===== config.mk =====
export PLATFORM = sky130hd
export DESIGN_NAME = instruction_fetch
export DESIGN_NICKNAME = d
export VERILOG_FILES = /design/src/rtl/mips_pkg.sv /design/src/rtl/instruction_fetch_pc.sv /design/src/rtl/instruction_fetch.sv
export SDC_FILE = /design/constraint.sdc
export NUM_CORES = 1
export LEC_CHECK = 0
export ABC_AREA = 1
export CAP_MARGIN = 0
export CORE_ASPECT_RATIO = 0.9
export CORE_MARGIN = 2
export CORE_UTILIZATION = 40
export CTS_CLUSTER_DIAMETER = 200
export DETAILED_ROUTE_END_ITERATION = 7
export PLACE_DENSITY = 0.74
export SETUP_SLACK_MARGIN = 0.02
export SLEW_MARGIN = 5
export SYNTH_ARGS = -nofsm -noshare
export SYNTH_HDL_FRONTEND = slang
export SYNTH_HIERARCHICAL = 1
export SYNTH_SLANG_ARGS = --single-unit
export TNS_END_PERCENT = 1

===== constraint.sdc =====
create_clock -name clk -period 3.6 [get_ports clk]
set_input_delay 0.72 -clock clk [delete_from_list [all_inputs] [get_ports clk]]
set_output_delay 0.72 -clock clk [all_outputs]
set_load 0.05 [all_outputs]

===== src/rtl/mips_pkg.sv =====
// Shared MIPS front-end definitions.
//   fetch_state_t    : instruction fetch FSM state encoding
//   DEFAULT_RESET_PC : default first fetch address after reset
//   OP_J / OP_JAL    : J-format opcodes
//   jump_target()    : J-format target from the upper PC bits and the 26-bit field
package mips_pkg;

  typedef enum logic [1:0] {
    BOOT    = 2'd0,
    REQ     = 2'd1,
    HOLD    = 2'd2,
    DISCARD = 2'd3
  } fetch_state_t;

  localparam logic [31:0] DEFAULT_RESET_PC = 32'h0000_0000;

  localparam logic [5:0] OP_J   = 6'b000010;
  localparam logic [5:0] OP_JAL = 6'b000011;

  function automatic logic [31:0] jump_target(input logic [3:0]  pc_hi,
                                              input logic [25:0] addr);
    return {pc_hi, addr, 2'b00};
  endfunction

endpackage


===== src/rtl/instruction_fetch_pc.sv =====
// Program counter register and next-PC / redirect-target mux.
//   clk, rst_n     : clock, async active-low reset (pc -> RESET_PC)
//   advance        : pc <= pc + 4 (sequential fetch completed)
//   load_target    : pc <= target (redirect taken this cycle)
//   load_saved     : pc <= saved_target (deferred redirect completes)
//   jump           : select jump target over branch_target
//   jump_addr      : raw 26-bit J-format field
//   branch_target  : absolute branch address
//   pc_hi          : upper 4 bits of the held instruction's pc_plus4
//   saved_target   : redirect target parked while a stale fetch drains
//   pc             : current fetch address
//   target         : redirect target for this cycle
module instruction_fetch_pc
  import mips_pkg::*;
#(
  parameter logic [31:0] RESET_PC = DEFAULT_RESET_PC
) (
  input  logic        clk,
  input  logic        rst_n,
  input  logic        advance,
  input  logic        load_target,
  input  logic        load_saved,
  input  logic        jump,
  input  logic [25:0] jump_addr,
  input  logic [31:0] branch_target,
  input  logic [3:0]  pc_hi,
  input  logic [31:0] saved_target,
  output logic [31:0] pc,
  output logic [31:0] target
);

  logic [31:0] pc_next;

  always_comb begin
    target = jump ? jump_target(pc_hi, jump_addr) : branch_target;
  end

  // Priority: fresh redirect, then deferred redirect, then sequential step.
  always_comb begin
    pc_next = pc;
    if (load_target)     pc_next = target;
    else if (load_saved) pc_next = saved_target;
    else if (advance)    pc_next = pc + 32'd4;
  end

  always_ff @(posedge clk or negedge rst_n) begin
    if (!rst_n) pc <= RESET_PC;
    else        pc <= pc_next;
  end

endmodule


===== src/rtl/instruction_fetch.sv =====
// Instruction fetch stage: fetch FSM, one-entry skid buffer, output register.
//   clk, rst_n       : clock, async active-low reset
//   stall            : decode cannot accept a new instruction this cycle
//   branch_taken     : held instruction redirects to branch_target
//   branch_target    : absolute branch byte address
//   jump             : held instruction is J/JAL (wins over branch_taken)
//   jump_addr        : raw 26-bit J-format field
//   imem_req/addr    : fetch request and byte address (stable until imem_ready)
//   imem_ready/rdata : transfer completion and returned word
//   instruction      : registered instruction to decode
//   pc_plus4         : address of held instruction + 4
//   valid            : instruction/pc_plus4 are meaningful
module instruction_fetch
  import mips_pkg::*;
#(
  parameter logic [31:0] RESET_PC = DEFAULT_RESET_PC
) (
  input  logic        clk,
  input  logic        rst_n,
  input  logic        stall,
  input  logic        branch_taken,
  input  logic [31:0] branch_target,
  input  logic        jump,
  input  logic [25:0] jump_addr,
  output logic        imem_req,
  output logic [31:0] imem_addr,
  input  logic        imem_ready,
  input  logic [31:0] imem_rdata,
  output logic [31:0] instruction,
  output logic [31:0] pc_plus4,
  output logic        valid
);

  fetch_state_t state;
  logic [31:0]  pc;
  logic [31:0]  pc_inc;
  logic [31:0]  target;
  logic [31:0]  saved_target;
  logic [31:0]  skid_instr;
  logic [31:0]  skid_pc4;
  logic         redirect;
  logic         pc_advance;
  logic         pc_load_target;
  logic         pc_load_saved;

  assign redirect  = valid && !stall && (jump || branch_taken);
  assign pc_inc    = pc + 32'd4;
  assign imem_req  = (state == REQ) || (state == DISCARD);
  // In DISCARD the pc is left untouched, so the in-flight address stays put.
  assign imem_addr = pc;

  always_comb begin
    pc_advance     = 1'b0;
    pc_load_target = 1'b0;
    pc_load_saved  = 1'b0;
    unique case (state)
      REQ: begin
        pc_advance     = imem_ready && !redirect;
        pc_load_target = imem_ready && redirect;
      end
      HOLD:    pc_load_target = redirect;
      DISCARD: begin
        pc_load_target = imem_ready && redirect;
        pc_load_saved  = imem_ready && !redirect;
      end
      default: ;
    endcase
  end

  instruction_fetch_pc #(
    .RESET_PC (RESET_PC)
  ) u_pc (
    .clk           (clk),
    .rst_n         (rst_n),
    .advance       (pc_advance),
    .load_target   (pc_load_target),
    .load_saved    (pc_load_saved),
    .jump          (jump),
    .jump_addr     (jump_addr),
    .branch_target (branch_target),
    .pc_hi         (pc_plus4[31:28]),
    .saved_target  (saved_target),
    .pc            (pc),
    .target        (target)
  );

  always_ff @(posedge clk or negedge rst_n) begin
    if (!rst_n) begin
      state        <= BOOT;
      instruction  <= '0;
      pc_plus4     <= '0;
      valid        <= 1'b0;
      skid_instr   <= '0;
      skid_pc4     <= '0;
      saved_target <= '0;
    end else begin
      unique case (state)
        BOOT: state <= REQ;
        REQ: begin
          if (redirect) begin
            // Word returned alongside a redirect is wrong-path; drop it.
            valid <= 1'b0;
            if (!imem_ready) begin
              saved_target <= target;
              state        <= DISCARD;
            end
          end else if (imem_ready) begin
            if (stall && valid) begin
              skid_instr <= imem_rdata;
              skid_pc4   <= pc_inc;
              state      <= HOLD;
            end else begin
              instruction <= imem_rdata;
              pc_plus4    <= pc_inc;
              valid       <= 1'b1;
            end
          end else if (!stall) begin
            // Current word consumed and nothing new arrived.
            valid <= 1'b0;
          end
        end
        HOLD: begin
          if (redirect) begin
            valid <= 1'b0;
            state <= REQ;
          end else if (!stall) begin
            instruction <= skid_instr;
            pc_plus4    <= skid_pc4;
            state       <= REQ;
          end
        end
        DISCARD: begin
          if (imem_ready)    state        <= REQ;
          else if (redirect) saved_target <= target;
        end
        default: state <= BOOT;
      endcase
    end
  end

endmodule


Word level (Yosys, flattened, before mapping)
Cells that the tools add are included.
{"block": "op_classes", "add_sub_neg": 1, "n_mul": 0, "n_div": 0, "order_cmp": 0, "n_eq_ne": 20, "shifts": 0, "mux": 38, "bitwise_logic": 1, "reduce_logical": 19}
{"cell": "32-bit two-way mux", "n": 18}
{"cell": "32-bit case mux with 2 select lines", "n": 3}
{"cell": "32-bit by 3-bit adder with 32-bit output, second input constant", "n": 1}
{"cell": "2-bit != test, second input constant", "n": 11}
{"cell": "2-bit two-way mux", "n": 7}
{"cell": "5-bit AND reduction", "n": 2}
{"cell": "3-bit != test, second input constant", "n": 3}
{"cell": "4-bit != test, second input constant", "n": 2}
{"cell": "2-bit case mux with 4 select lines", "n": 1}
{"cell": "4-bit AND reduction", "n": 2}
{"cell": "1-bit two-way mux", "n": 7}
{"cell": "6-bit AND reduction", "n": 1}
{"cell": "1-bit logical AND", "n": 5}
{"cell": "2-bit == test, second input constant", "n": 2}
{"cell": "1-bit case mux with 2 select lines", "n": 2}
{"cell": "2-bit nonzero test", "n": 2}
{"cell": "3-bit by 2-bit != test with 1-bit output, second input constant", "n": 1}
{"cell": "3-bit nonzero test", "n": 1}
{"cell": "2-bit by 1-bit == test with 1-bit output, second input constant", "n": 1}
{"cell": "1-bit zero test", "n": 2}
{"cell": "2-bit zero test", "n": 1}
{"cell": "1-bit logical OR", "n": 2}
{"cell": "2-bit OR reduction", "n": 1}
{"cell": "1-bit NOT", "n": 1}
{"block": "word_totals", "register_bits": 195, "latchBits": 0, "ram_bits": 0, "romBits": 0, "inputBits": 96, "output_inout_bits": 98, "wordCells": 87, "n_memories": 0}

Logic depth before layout (Yosys ltp)
Gate-level depths: netlist of the first run.
{"block": "logic_depth", "depth_word": 9, "mapped_depth": 15, "depth_no_buf": 13}

Hierarchy
Netlist of the first run, hierarchy kept.
{"module": "instruction_fetch", "n_inst": 1, "cells_each": 1000, "area_per_inst_um2": 7832.5}
{"module": "instruction_fetch_pc", "n_inst": 1, "cells_each": 521, "area_per_inst_um2": 3115.5}

Least setup slack after synthesis of the first run
OpenSTA, ideal clock, no wires.
{"block": "synth_timing", "path_kind": "reg2reg", "start": "register state[1]", "end": "register u_pc.pc[27]", "setup_time_ns": 0.119, "t_arrival_ns": 2.483, "slack_ns": 0.999, "stages_incl_launch_ff": 12, "n_path_buf": 2, "synth_period_minus_slack_ns": 2.601, "path_cell_list": "dfrtp_1 -> inv_1 -> ha_1 -> or2_2 -> nand2_1 -> a211oi_1 -> inv_1 -> buf_2 -> buf_2 -> o221a_2 -> nand2_1 -> nand2_1"}
{"block": "synth_via", "elab_chain_cells": 4, "elab_cells_between_ends": 10, "classes_between": "eq/ne: 3; mux: 5; reduce/logical: 2"}
{"element": "start: declaration", "line": "instruction_fetch.sv:34", "rtl": "fetch_state_t state;"}
{"element": "start signal: assignment", "line": "instruction_fetch.sv:89", "rtl": "state <= BOOT;"}
{"element": "start signal: assignment", "line": "instruction_fetch.sv:98", "rtl": "BOOT: state <= REQ;"}
{"element": "start signal: assignment", "line": "instruction_fetch.sv:105", "rtl": "state <= DISCARD;"}
{"element": "2-bit by 1-bit == test with 1-bit output or 2-bit == test (tied branches)", "line": "instruction_fetch.sv:56", "rtl": "unique case (state)"}
{"element": "2-bit OR reduction (no line)"}
{"element": "1-bit case mux with 2 select lines *", "line": "instruction_fetch.sv:56"}
{"element": "named net pc_load_target", "line": "instruction_fetch.sv:43", "rtl": "logic pc_load_target;"}
{"element": "3-bit nonzero test (no line) or 32-bit two-way mux (tied branches)"}
{"element": "end signal: assignment", "line": "instruction_fetch_pc.sv:48", "rtl": "else pc <= pc_next;"}
{"element": "end: declaration", "line": "instruction_fetch_pc.sv:28", "rtl": "output logic [31:0] pc,"}
The timed path passes the listed nets; every way through them passes the cells marked *.
A chain may end at the register's enable or synchronous reset.

Worst setup path in the final report of the first run
{"block": "layout_timing", "start": "register state[0]", "end": "output port imem_req"}
{"block": "layout_via", "elab_chain_cells": 2, "elab_cells_between_ends": 3, "classes_between": "eq/ne: 2; reduce/logical: 1"}
{"element": "2-bit by 1-bit == test with 1-bit output or 2-bit == test (tied branches)", "line": "instruction_fetch.sv:48", "rtl": "assign imem_req = (state == REQ) || (state == DISCARD);"}
{"element": "1-bit logical OR *", "line": "instruction_fetch.sv:48"}
{"element": "end: declaration", "line": "instruction_fetch.sv:25", "rtl": "output logic imem_req,"}
Every way passes the cells marked *; elsewhere a longest branch is shown, timed or not.

==> impl_metrics.json, run 1 <==
{
  "avgSynthCellArea_um2": 7.20,
  "cts_buffers": 17,
  "tightest_slew_ps": 1130,
  "slew_headroom_pct": 24.1,
  "grt_max_degree": 114,
  "cts_hold_buf": 0,
  "power.density_nw_per_um2": 958,
  "cts_tree": "yes",
  "ir_drop_uv": 500,
  "clkTransAtPathRegs_ps": 80,
  "skew_ps": 16.3,
  "ctsResizeCount": 0,
  "die_h_um": 161,
  "rsz0062_at_grt": "no",
  "maxCapViolations": 0,
  "crit_path_end_kind": "output port",
  "drc_errors": 0,
  "tns_ps": 0,
  "finalNetCount": 1793,
  "timing.final.hold_violations": 0,
  "antenna_left": 0,
  "die_area_um2": 28700,
  "synthDistinctLibCells": 45,
  "portBuffers": 193,
  "multiInputGateArea_um2": 5220,
  "regArea_um2": 4880,
  "die_w_um": 178,
  "antenna_cells": 0,
  "synth.yosys.seq_area_share_pct": 44.6,
  "crit_arrival_ps": 2230,
  "crit_path_start": "state[0]",
  "grt_overflow": 0,
  "totalWireLength_mm": 30.6,
  "grt_pass1_wl_mm": 49.9,
  "synth_edf_count": 0,
  "place_ws_ps": 252,
  "num_vias": 10424,
  "cts-htree-levels": 4,
  "syn_nets": 1624,
  "post-route-min-period_ps": 2950,
  "drtIter0Drc": 1030,
  "start_util_pct": 40.6,
  "gp_congestion": 0.914,
  "cp-start-kind": "flop",
  "wl_per_cell_um": 14.9,
  "layout_commonest_cell": "nand2_1",
  "layout_common_cells": "620 x nand2_1, 195 x dfrtp_1, 192 x clkdlybuf4s50_1, 143 x nor2_1, 135 x inv_1",
  "insertion_delay_ps": 440,
  "hpwl_mm": 21.6,
  "drtPass1Iterations": 5,
  "setup_viol": 0,
  "synth-async-reset-ratio_pct": 100,
  "num-fill-cells": 2595,
  "cts_buffer_depth": 2,
  "ys_warn_count": 6,
  "row_count": 57,
  "status": "complete, no violations",
  "boundaryPins": 194,
  "leakagePower_nw": 6.81,
  "syn_to_final_growth_pct": 26.1,
  "synth_ff_type": "dfrtp_1",
  "placedInstanceArea_um2": 13200,
  "crit-reg2reg-launch": "state[0]",
  "cts.sinks": 195,
  "crit_type": "flop to output port",
  "netlist_instances": 1521,
  "cts_setup_buffers": 0,
  "track_usage_pct": 21.7,
  "drive_above_1_share_pct": 5.87,
  "synth_area_um2": 10900,
  "ys_seq_elements": 195,
  "maxSlewViolCount": 0,
  "fmax_mhz": 339,
  "cp_data_required_time_ps": 2880,
  "core_area_um2": 27000,
  "setup_ws_ps": 647,
  "hold_class": "input pin to asynchronous set/reset pin",
  "grt_pass1_vias": 9903,
  "finalCritPeriodShare_pct": 82.0,
  "fin_area_um2": 13800,
  "antenna_found_initial": 0,
  "path_max_fanout": 5,
  "cts_root_buf": "clkbuf_16",
  "via_per_inst": 5.07
}
-- through the flow --
step | hold WS [ps] | std cells | utilization [%] | total power [W]
final | 354 | 2057 | 51.2 | 0.0132
after global routing | 407 | 2057 | 51.2 | 0.0142
after global placement | 461 | 2025 | 49.0 | 0.0111
after detailed placement | 464 | 2025 | 49.0 | 0.0113
after floorplan | 424 | 1521 | - | 0.00900
after CTS | 387 | 2057 | 51.2 | 0.0132
-- kinds of logic (layout without fill, tap and decap cells) --
group	after synthesis	in the layout	synth area share, %
AO/OA/AOI/OAI	176	176	9.84
XOR/XNOR	8	8	0.640
adder cells (fa/ha/maj)	7	7	0.800
buffers and inverters	205	387	7.89
flip-flops	195	195	44.6
multiplexers	31	31	2.83
AND/OR/NAND/NOR	899	899	33.4
-- layout make-up --
type | instances | area share (%)
Clock buffer | 18 | 3.18
Clock inverter | 14 | 1.17
Inverter | 141 | 3.85
Multi-Input combinational cell | 1121 | 37.8
Sequential cell | 195 | 35.3
Tap cell | 354 | 3.21
Timing Repair Buffer | 214 | 15.4
-- sequential cells by signal (all words and copies together), names as in the netlist --
signal        count
instruction      32
pc_plus4         32
saved_target     32
skid_instr       32
skid_pc4         32
u_pc/pc          32
state             2
valid             1
-- worst max-delay path, cell delays in order, from the launching register on --
cell and delay, ps:
dfrtp_1 440, ha_1 300, or2_2 320, clkdlybuf4s50_1 730
-- per-layer routing --
metal / global-route usage, % / routed length [um] / vias to the layer above / share of wire (%)
met3: 2.91 / 1940 / 47 / 6.3
met5: 0 / 0 / - / 0
met1: 30.5 / 14000 / 4826 / 46
met2: 34.1 / 14000 / 403 / 46
li1: - / - / 5148 / -
met4: 7.83 / 741 / 0 / 2.4
-- report_power, final --
part           switching [W]  internal (W)  total [W]
logic                0.00479       0.00235    0.00714
registers           0.000948       0.00320    0.00415
clock network       0.000974      0.000959    0.00193
-- cells in the mapped netlist (2+ instances only) --
cell,count,area share [%]
nand2_1,620,21
dfrtp_1,195,45
nor2_1,143,4.9
inv_1,135,4.6
o21ai_0,111,5.1
nand3_1,79,3.6
buf_2,31,1.4
mux2i_1,31,2.8
clkbuf_1,23,0.79
and2_1,13,0.74
nor3_1,11,0.50
o221a_2,11,1.1
a21oi_2,10,0.80
nand4_1,10,0.57
o22ai_1,9,0.51
o221ai_1,8,0.64
ha_1,7,0.80
o21a_1,7,0.48
buf_6,5,0.51
nor2_2,5,0.29
o21ai_1,5,0.23
xor2_1,5,0.40
a21oi_1,4,0.18
buf_4,4,0.27
inv_2,4,0.14
nand3b_1,4,0.27
or2_2,4,0.23
a211oi_1,3,0.21
nor2_4,3,0.31
xnor2_1,3,0.24
a21boi_0,2,0.14
a31oi_1,2,0.11
nand3_2,2,0.18
-- worst paths after layout --
| path | endpoint | slack [ps] | cells past startpoint |
|---|---|---|---|
| worst max-delay path | imem_req | 650 | 3 |
| worst min-delay path | skid_instr[12] | 350 | 1 |
| worst max register to register | u_pc/pc[10] | 760 | 9 |
| worst min register to register | pc_plus4[17] | 480 | 2 |
| max in group asynchronous | pc_plus4[14] | 2400 | 2 |
| min in group clk | pc_plus4[17] | 480 | 2 |
Power figures use the tool's default switching activity.
==> run 2: changes to the inputs <==
Settings changed: PLACE_DENSITY 0.74 to 0.77.
Clock period 3.6 ns to 2.4 ns, I/O delays scaled along.
==> run 2 against run 1 <==
  * Core utilization is 1.7 points higher
  * Clock-buffer cell count is 1 lower
  * Worst setup slack worse by 590 ps
  * Hold slack better by 130 ps
  * First-iteration DRC count is 15% lower
  * Wire length is 3.0% higher
  * Cell area is 3.3% higher
  * Non-clock buffer count is 40 higher
  * Combinational power is 60% higher
  * Register-to-register slack worse by 620 ps
  * Largest power group unchanged
  * Highest routed layer unchanged
==> impl_metrics.json, run 2 (synthesis results as in run 1) <==
{
  "totalWireLength_mm": 31.5,
  "cp_top_family": "buffers and inverters",
  "cp-start-kind": "flop",
  "timing.final.hold_violations": 0,
  "cp.depth": 1,
  "cp_data_required_time_ps": 1920,
  "holdCritStartpoint": "saved_target[1]",
  "cts_tree": "yes",
  "grt_overflow": 0,
  "crit_path_end_kind": "output port",
  "worst_path_largest_cell_delay_ps": 880,
  "syn_to_final_growth_pct": 30.3,
  "skew_ps": 13.4,
  "fmax_mhz": 426,
  "drive_above_1_share_pct": 8.72,
  "num_vias": 10655,
  "critPathSlowestCell": "clkdlybuf4s50_1",
  "setup_ws_ps": 52.8,
  "boundaryPins": 194,
  "sw_frac_of_total_pct": 50.4,
  "via_per_inst": 5.08,
  "cts-htree-levels": 4,
  "cts_root_buf": "clkbuf_16",
  "insertion_delay_ps": 450,
  "grt_max_degree": 65,
  "path_max_fanout": 7,
  "place_ws_ps": -226,
  "ir_drop_uv": 764,
  "power.total_w": 0.0204,
  "r2r_cells": 11,
  "tns_ps": 0,
  "cp_cell_sequence": "clkdlybuf4s50_1",
  "crit_type": "flop to output port",
  "antenna_found_initial": 0,
  "p_sw_w": 0.0103,
  "grt_pass1_wl_mm": 51.6,
  "status": "complete, no violations",
  "finalCritPeriodShare_pct": 97.8,
  "cts.sinks": 195,
  "track_usage_pct": 22.4,
  "layout_common_cells": "618 x nand2_1, 195 x dfrtp_1, 173 x clkdlybuf4s50_1, 143 x nor2_1, 134 x inv_1",
  "hpwl_mm": 22.9,
  "combPwrFrac_pct": 55.8,
  "crit_arrival_ps": 1870,
  "drc_errors": 0,
  "gp_congestion": 0.911,
  "setup_viol": 0,
  "maxCapViolations": 0,
  "power.density_nw_per_um2": 1430,
  "pwr-share-seq_pct": 29.8,
  "row_count": 57,
  "hold_class": "flop to flop",
  "portBuffers": 193,
  "finalNetCount": 1833,
  "holdPathStages": 2,
  "start_util_pct": 40.6,
  "die_area_um2": 28700,
  "cts_buffers": 17,
  "leakagePower_nw": 7.08,
  "grt_pass1_vias": 10238,
  "clkPwrFrac_pct": 14.4,
  "core_area_um2": 27000,
  "cts_setup_buffers": 0,
  "cts_buffer_depth": 2,
  "wl_per_cell_um": 15.0,
  "maxSlewViolCount": 0,
  "rsz0062_at_grt": "no",
  "die_w_um": 178,
  "die_h_um": 161,
  "drtPass1Iterations": 5,
  "slew_headroom_pct": 58.5,
  "clkTransAtPathRegs_ps": 80,
  "post-route-min-period_ps": 2350,
  "tightest_slew_ps": 623,
  "internal_power_w": 0.0101,
  "antenna_left": 0,
  "path_buf_inv": 1,
  "crit-reg2reg-launch": "state[1]",
  "crit_path_start": "u_pc/pc[6]",
  "antenna_cells": 0,
  "layout_commonest_cell": "nand2_1",
  "drtIter0Drc": 879
}
run 2: routing by layer:
| metal | wire [um] | share of wire, % | global-route usage (%) |
|---|---|---|---|
| met5 | 0 | 0 | 0 |
| met4 | 359 | 1.1 | 5.58 |
| met3 | 2380 | 7.5 | 4.83 |
| met2 | 14800 | 47 | 37.0 |
| met1 | 14000 | 45 | 29.9 |
run 2: per-stage QoR:
step / util (%) / area, um^2 / std cells / hold WS, ps
floorplan: - / 11000 / 1521 / 184
global placement: 50.5 / 13600 / 2064 / 448
detailed placement: 50.5 / 13600 / 2064 / 450
CTS: 52.8 / 14200 / 2097 / 486
global route: 52.9 / 14300 / 2097 / 494
finish: 52.9 / 14300 / 2097 / 483
run 2: power by group through the flow:
stage / Combinational (W) / Sequential (W) / Clock (W)
floorplan: 0.00514 / 0.00838 / 0
global placement: 0.0112 / 0.00606 / 0
detailed placement: 0.0114 / 0.00610 / 0
CTS: 0.0114 / 0.00605 / 0.00299
global route: 0.0125 / 0.00625 / 0.00312
finish: 0.0114 / 0.00606 / 0.00294
run 2: what timing repair did:
action                                 CTS  global route
hold buffers                             1             0
setup endpoints to repair                8            34
pin swaps                                0             1
endpoints found under the hold margin   36             0
gates cloned                             0             0
resized for setup                        8            12
run 2: worst paths after layout:
check,endpoint,slack [ps]
max,imem_addr[6],50
min,u_pc/pc[1],480
max reg2reg,u_pc/pc[16],140
min reg2reg,u_pc/pc[1],480
max in group asynchronous,pc_plus4[28],1160
min in group asynchronous,skid_instr[1],540
run 2: area by class of cell:
type	count	area, um^2
clock buffers	17	425
clock inverters	15	185
fillers	2533	12700
inverters	141	532
multi-input cells	1121	5250
flip-flops and latches	195	4880
well taps	354	443
repair buffers	254	2550
run 2: worst reg2reg max path, stage by stage (launching register included):
cell	delay, ps
dfrtp_1	400
inv_1	100
ha_2	200
or2_2	320
nand2_2	130
a211oi_4	110
nor2_4	150
inv_4	60
buf_4	180
or2_2	280
a21oi_1	170
a21oi_2	40
